`src/rtl/vedic_mult_pipe.sv`:
```
// Pipelined Urdhva-Tiryagbhyam multiplier: S1 magnitudes/sign, S2 four half-width Vedic partial products, S3 recombine and negate.
// Optional accumulator output enabled by defining VEDIC_MULT_ACC_EN.

module vedic_nxn #(
  parameter int N = 2
) (
  input  logic [N-1:0]   a,
  input  logic [N-1:0]   b,
  output logic [2*N-1:0] p
);
  generate
    if (N == 2) begin : g_cell
      logic cross_c;
      assign p[0]    = a[0] & b[0];
      assign p[1]    = (a[1] & b[0]) ^ (a[0] & b[1]);
      assign cross_c = (a[1] & b[0]) & (a[0] & b[1]);
      assign p[2]    = (a[1] & b[1]) ^ cross_c;
      assign p[3]    = (a[1] & b[1]) & cross_c;
    end else begin : g_split
      localparam int H = N / 2;
      logic [N-1:0] q [4];
      // q[0]=aL*bL, q[1]=aH*bL, q[2]=aL*bH, q[3]=aH*bH
      for (genvar gi = 0; gi < 4; gi++) begin : g_sub
        localparam int SA = (gi % 2) * H;
        localparam int SB = (gi / 2) * H;
        vedic_nxn #(.N(H)) u_sub (
          .a(a[SA +: H]),
          .b(b[SB +: H]),
          .p(q[gi])
        );
      end
      assign p = {{N{1'b0}}, q[0]} + ({{N{1'b0}}, q[1]} << H)
               + ({{N{1'b0}}, q[2]} << H) + {q[3], {N{1'b0}}};
    end
  endgenerate
endmodule

module vedic_mult_pipe #(
  parameter int WIDTH = 16,
  parameter int TAG_W = 4
) (
  input  logic               clk,
  input  logic               rst_n,
  input  logic               in_valid,
  output logic               in_ready,
  input  logic [WIDTH-1:0]   in_a,
  input  logic [WIDTH-1:0]   in_b,
  input  logic               in_signed,
  input  logic [TAG_W-1:0]   in_tag,
  output logic               out_valid,
  input  logic               out_ready,
  output logic [2*WIDTH-1:0] out_p,
  output logic [TAG_W-1:0]   out_tag
`ifdef VEDIC_MULT_ACC_EN
  ,
  input  logic               acc_clr,
  output logic [2*WIDTH+7:0] out_acc
`endif
);
  localparam int H = WIDTH / 2;

  logic adv;

  logic               v1_reg, v2_reg, v3_reg;
  logic [WIDTH-1:0]   mag_a_reg, mag_b_reg;
  logic               neg1_reg, neg2_reg;
  logic [TAG_W-1:0]   tag1_reg, tag2_reg, tag3_reg;
  logic [WIDTH-1:0]   pp_reg [4];
  logic [2*WIDTH-1:0] p3_reg;

  logic [WIDTH-1:0]   mag_a_next, mag_b_next;
  logic               neg1_next;
  logic [WIDTH-1:0]   pp_next [4];
  logic [2*WIDTH-1:0] sum_next, prod_next;

  // Whole pipeline stalls only when the final stage holds an unaccepted result.
  assign adv      = !(v3_reg && !out_ready);
  assign in_ready = adv;

  // -2^(W-1) negates to itself, which is the correct unsigned magnitude.
  assign mag_a_next = (in_signed && in_a[WIDTH-1]) ? -in_a : in_a;
  assign mag_b_next = (in_signed && in_b[WIDTH-1]) ? -in_b : in_b;
  assign neg1_next  = in_signed && (in_a[WIDTH-1] ^ in_b[WIDTH-1]);

  generate
    for (genvar gi = 0; gi < 4; gi++) begin : g_pp
      localparam int SA = (gi % 2) * H;
      localparam int SB = (gi / 2) * H;
      vedic_nxn #(.N(H)) u_pp (
        .a(mag_a_reg[SA +: H]),
        .b(mag_b_reg[SB +: H]),
        .p(pp_next[gi])
      );
    end
  endgenerate

  assign sum_next = {{WIDTH{1'b0}}, pp_reg[0]} + ({{WIDTH{1'b0}}, pp_reg[1]} << H)
                  + ({{WIDTH{1'b0}}, pp_reg[2]} << H) + {pp_reg[3], {WIDTH{1'b0}}};
  assign prod_next = neg2_reg ? -sum_next : sum_next;

  always_ff @(posedge clk or negedge rst_n) begin
    if (!rst_n) begin
      v1_reg    <= 1'b0;
      v2_reg    <= 1'b0;
      v3_reg    <= 1'b0;
      mag_a_reg <= '0;
      mag_b_reg <= '0;
      neg1_reg  <= 1'b0;
      neg2_reg  <= 1'b0;
      tag1_reg  <= '0;
      tag2_reg  <= '0;
      tag3_reg  <= '0;
      p3_reg    <= '0;
      for (int i = 0; i < 4; i++) pp_reg[i] <= '0;
    end else if (adv) begin
      v1_reg    <= in_valid;
      mag_a_reg <= mag_a_next;
      mag_b_reg <= mag_b_next;
      neg1_reg  <= neg1_next;
      tag1_reg  <= in_tag;
      v2_reg    <= v1_reg;
      neg2_reg  <= neg1_reg;
      tag2_reg  <= tag1_reg;
      for (int i = 0; i < 4; i++) pp_reg[i] <= pp_next[i];
      v3_reg    <= v2_reg;
      tag3_reg  <= tag2_reg;
      p3_reg    <= prod_next;
    end
  end

  assign out_valid = v3_reg;
  assign out_p     = p3_reg;
  assign out_tag   = tag3_reg;

`ifdef VEDIC_MULT_ACC_EN
  logic               sgn1_reg, sgn2_reg, sgn3_reg;
  logic [2*WIDTH+7:0] acc_ext;

  assign acc_ext = sgn3_reg ? {{8{p3_reg[2*WIDTH-1]}}, p3_reg} : {8'b0, p3_reg};

  always_ff @(posedge clk or negedge rst_n) begin
    if (!rst_n) begin
      sgn1_reg <= 1'b0;
      sgn2_reg <= 1'b0;
      sgn3_reg <= 1'b0;
      out_acc  <= '0;
    end else begin
      if (adv) begin
        sgn1_reg <= in_signed;
        sgn2_reg <= sgn1_reg;
        sgn3_reg <= sgn2_reg;
      end
      if (v3_reg && out_ready)
        out_acc <= acc_clr ? acc_ext : out_acc + acc_ext;
      else if (acc_clr)
        out_acc <= '0;
    end
  end
`endif
endmodule
```
`config.mk`:
```
export PLATFORM = sky130hd
export DESIGN_NAME = vedic_mult_pipe
export DESIGN_NICKNAME = d
export VERILOG_FILES = /design/src/rtl/vedic_mult_pipe.sv
export SDC_FILE = /design/constraint.sdc
export NUM_CORES = 1
export LEC_CHECK = 0
export CORE_MARGIN = 10
export CORE_UTILIZATION = 40
export CTS_BUF_LIST = sky130_fd_sc_hd__clkbuf_2
export DETAILED_ROUTE_END_ITERATION = 12
export PLACE_DENSITY_LB_ADDON = 0.1
export SLEW_MARGIN = 20
export SYNTH_ARGS = -nofsm -noshare
export SYNTH_HDL_FRONTEND = slang
export SYNTH_SLANG_ARGS = --single-unit
```
`constraint.sdc`:
```
create_clock -name clk -period 8.2 [get_ports clk]
set_input_delay 1.64 -clock clk [delete_from_list [all_inputs] [get_ports clk]]
set_output_delay 1.64 -clock clk [all_outputs]
set_load 0.1 [all_outputs]
```
==> results.sh <==
export IMPL_critPathKind="flip-flop to flip-flop"
export IMPL_dieArea_um2=53500
export IMPL_wl_um=43500
export IMPL_synth_warnings=0
export IMPL_clk_pin_slew_ps=240
export IMPL_cp_required_ps=8910
export IMPL_drt_iter0_drc=586
export IMPL_numCtsBuffers=17
export IMPL_timing_rr_start="mag_a_reg[8]"
export IMPL_cts_sinks=145
export IMPL_grt_max_degree=87
export IMPL_hp_start="v2_reg"
export IMPL_track_usage=0.166
export IMPL_cts_tree="done"
export IMPL_slew_headroom=0.337
export IMPL_fp_row_count=77
export IMPL_drive_above_1_share=0.0255
export IMPL_crit_path_end_kind="flip-flop"
export IMPL_first_pass_iters=4
export IMPL_dp_hpwl_um=34700
export IMPL_cts_root_buf="clkbuf_2"
export IMPL_nets=2552
export IMPL_io_pin_count=79
export IMPL_max_clock_path_buffers=2
export IMPL_hold_path_class="flip-flop to flip-flop"
export IMPL_crit_fanout=17
export IMPL_floorplan_initialDensity=0.404
export IMPL_r2r_end="pp_reg[47]"
export IMPL_ctsResizeCount=0
export IMPL_htreeDepth=4
export IMPL_gp_congestion=0.829
export IMPL_area_growth_pct=8.44
export IMPL_drc_errors=0
export IMPL_syn_nets=2523
export IMPL_setup_violations=0
export IMPL_finalClockSkew_ps=46.0
export IMPL_finalHoldViolCount=0
export IMPL_synth_flop_cell="dfrtp_1"
export IMPL_synthDistinctLibCells=61
export IMPL_place_ws_ps=1970
export IMPL_rsz0062_at_grt="false"
export IMPL_vias=13300
export IMPL_syn_cell_area_um2=17900
export IMPL_die_y_um=231
export IMPL_antenna_found_initial=1
export IMPL_wl_per_cell_um=16.0
export IMPL_via_per_inst=4.88
export IMPL_async_reset_ff_frac=1.00
export IMPL_grt_pass1_wl_um=71500
export IMPL_holdPathStages=1
export IMPL_fin_setup_tns_ps=0
export IMPL_crit_arrival_ps=6980
export IMPL_period_minus_slack_ps=6260
export IMPL_port_buffers=78
export IMPL_rr_worst_depth=26
export IMPL_clock_latency_ps=860
export IMPL_first_global_vias=13500
export IMPL_slew_viol_final=0
export IMPL_worst_pin_slew_ps=991
export IMPL_reg2reg_slack_ps=1940
export IMPL_ys_seq_area_frac=0.203
export IMPL_max_clock_freq_mhz=160
export IMPL_drv_cap=0
export IMPL_status="completed"
export IMPL_min_to="out_valid"
export IMPL_synth_seq_cells=145
export IMPL_ant_nets=0
export IMPL_coreArea_um2=44200
export IMPL_grt_overflow_total=0
export IMPL_largest_reg_flops=64
export IMPL_post_cts_repair_setup_buffers=0
export IMPL_synth_edf_count=0
export IMPL_setup_ws_ps=1940
export IMPL_synth_cells=2078
export IMPL_synth_avg_cell_area_um2=8.60
export IMPL_die_x_um=231
export IMPL_crit_path_start_kind="flip-flop"
export IMPL_ctsHoldBuffers=0
export IMPL_fin_crit_sh=0.764
## worst max-delay path by stage
stage                  startpoint         end  slack (ps)
floorplan           mag_a_reg[10]  pp_reg[47]        2560
global placement    mag_a_reg[10]  pp_reg[47]        2120
detailed placement  mag_a_reg[10]  pp_reg[47]        1970
CTS                  mag_a_reg[8]  pp_reg[47]        1900
global route         mag_b_reg[0]  pp_reg[47]        1520
finish               mag_a_reg[8]  pp_reg[47]        1940
## critical path, stage by stage, from the launching register on
cell	delay, ps
dfrtp_1	740
and2_1	210
ha_1	140
ha_1	140
inv_1	50
fa_1	530
inv_1	40
ha_1	220
fa_1	410
xor2_1	320
ha_1	290
a21o_1	180
a21oi_1	220
nor2b_1	70
o21ai_0	250
xor2_1	170
fa_1	550
inv_1	40
ha_1	300
inv_1	90
o21bai_1	70
a21oi_1	250
nor2b_1	80
o21a_1	190
o311ai_0	350
xnor2_1	170
a21oi_1	80
## metal layers
metal  part of all wire  GRT usage
met1               0.51      0.237
met2               0.45      0.266
met3              0.026     0.0202
met4             0.0090     0.0329
met5                  0          0
## logic make-up after synthesis
| family | Yosys count | synth area share |
|---|---|---|
| adder cells (fa/ha/maj) | 404 | 0.334 |
| AND/OR/NAND/NOR | 652 | 0.181 |
| XOR/XNOR | 179 | 0.0881 |
| buffers and inverters | 356 | 0.0755 |
| multiplexers | 7 | 0.00399 |
| flip-flops | 145 | 0.203 |
| AO/OA/AOI/OAI | 335 | 0.115 |
## through the flow
step	hold WS [ps]	instances	util	area (µm²)
2_1_floorplan	430	2078	-	17900
3_3_place_gp	443	2680	0.433	19200
3_5_place_dp	455	2680	0.433	19200
4_1_cts	493	2712	0.438	19400
5_1_grt	529	2713	0.438	19400
6_report	495	2713	0.438	19400
## synth_stat cells (3+ instances only)
master / number / share of area
o31ai_1: 13 / 0.0055
a211o_1: 3 / 0.0015
a221oi_1: 3 / 0.0015
or3_1: 5 / 0.0018
nand2_1: 255 / 0.054
o21ai_0: 84 / 0.024
nor2b_1: 12 / 0.0042
nor4_1: 6 / 0.0021
nand2b_1: 3 / 0.0011
a31oi_1: 6 / 0.0021
fa_1: 121 / 0.14
clkbuf_1: 69 / 0.014
xor2_1: 83 / 0.041
nand3b_1: 4 / 0.0017
o21bai_1: 15 / 0.0063
o211ai_1: 3 / 0.0013
o21a_1: 4 / 0.0017
a211oi_1: 7 / 0.0029
o21ai_1: 5 / 0.0014
nor3b_1: 3 / 0.0013
and3_1: 16 / 0.0056
xnor2_1: 95 / 0.047
ha_1: 283 / 0.20
or2_2: 3 / 0.0011
nand3_1: 22 / 0.0062
and2_1: 222 / 0.078
nor2_1: 76 / 0.016
buf_2: 4 / 0.0011
mux2i_1: 6 / 0.0034
dfrtp_1: 145 / 0.20
inv_1: 280 / 0.059
o311ai_0: 3 / 0.0015
a21o_1: 55 / 0.023
a21oi_1: 118 / 0.033
nor3_1: 17 / 0.0048
## placed cells by master, fill, tap and decap left out, types with 4 or more instances in the layout
| cell type | instances |
|---|---|
| ha_1 | 283 |
| inv_1 | 280 |
| nand2_1 | 255 |
| and2_1 | 222 |
| dfrtp_1 | 145 |
| fa_1 | 121 |
| a21oi_1 | 118 |
| xnor2_1 | 95 |
| o21ai_0 | 84 |
| xor2_1 | 83 |
| clkdlybuf4s50_1 | 77 |
| nor2_1 | 76 |
| a21o_1 | 55 |
| nand3_1 | 22 |
| clkbuf_2 | 18 |
| nor3_1 | 17 |
| and3_1 | 16 |
| o21bai_1 | 15 |
| o31ai_1 | 13 |
| nor2b_1 | 11 |
| a211oi_1 | 7 |
| buf_4 | 7 |
| nor4_1 | 6 |
| a31oi_1 | 6 |
| mux2i_1 | 6 |
| or3_1 | 5 |
| o21ai_1 | 5 |
| inv_6 | 5 |
| nand3b_1 | 4 |
| o21a_1 | 4 |
## layout make-up
class	count	area, µm²
timing repair buffer	85	835
antenna	1	2.50
fill	4489	24800
inverter	281	1060
multi-input combinational	1577	12900
clock buffer	18	90.1
clock inverter	14	125
tap	592	741
sequential	145	3630
Power is left out: the tool's default activity adds up to more than one toggle a clock period on the data nets, which glitch-free logic cannot reach.
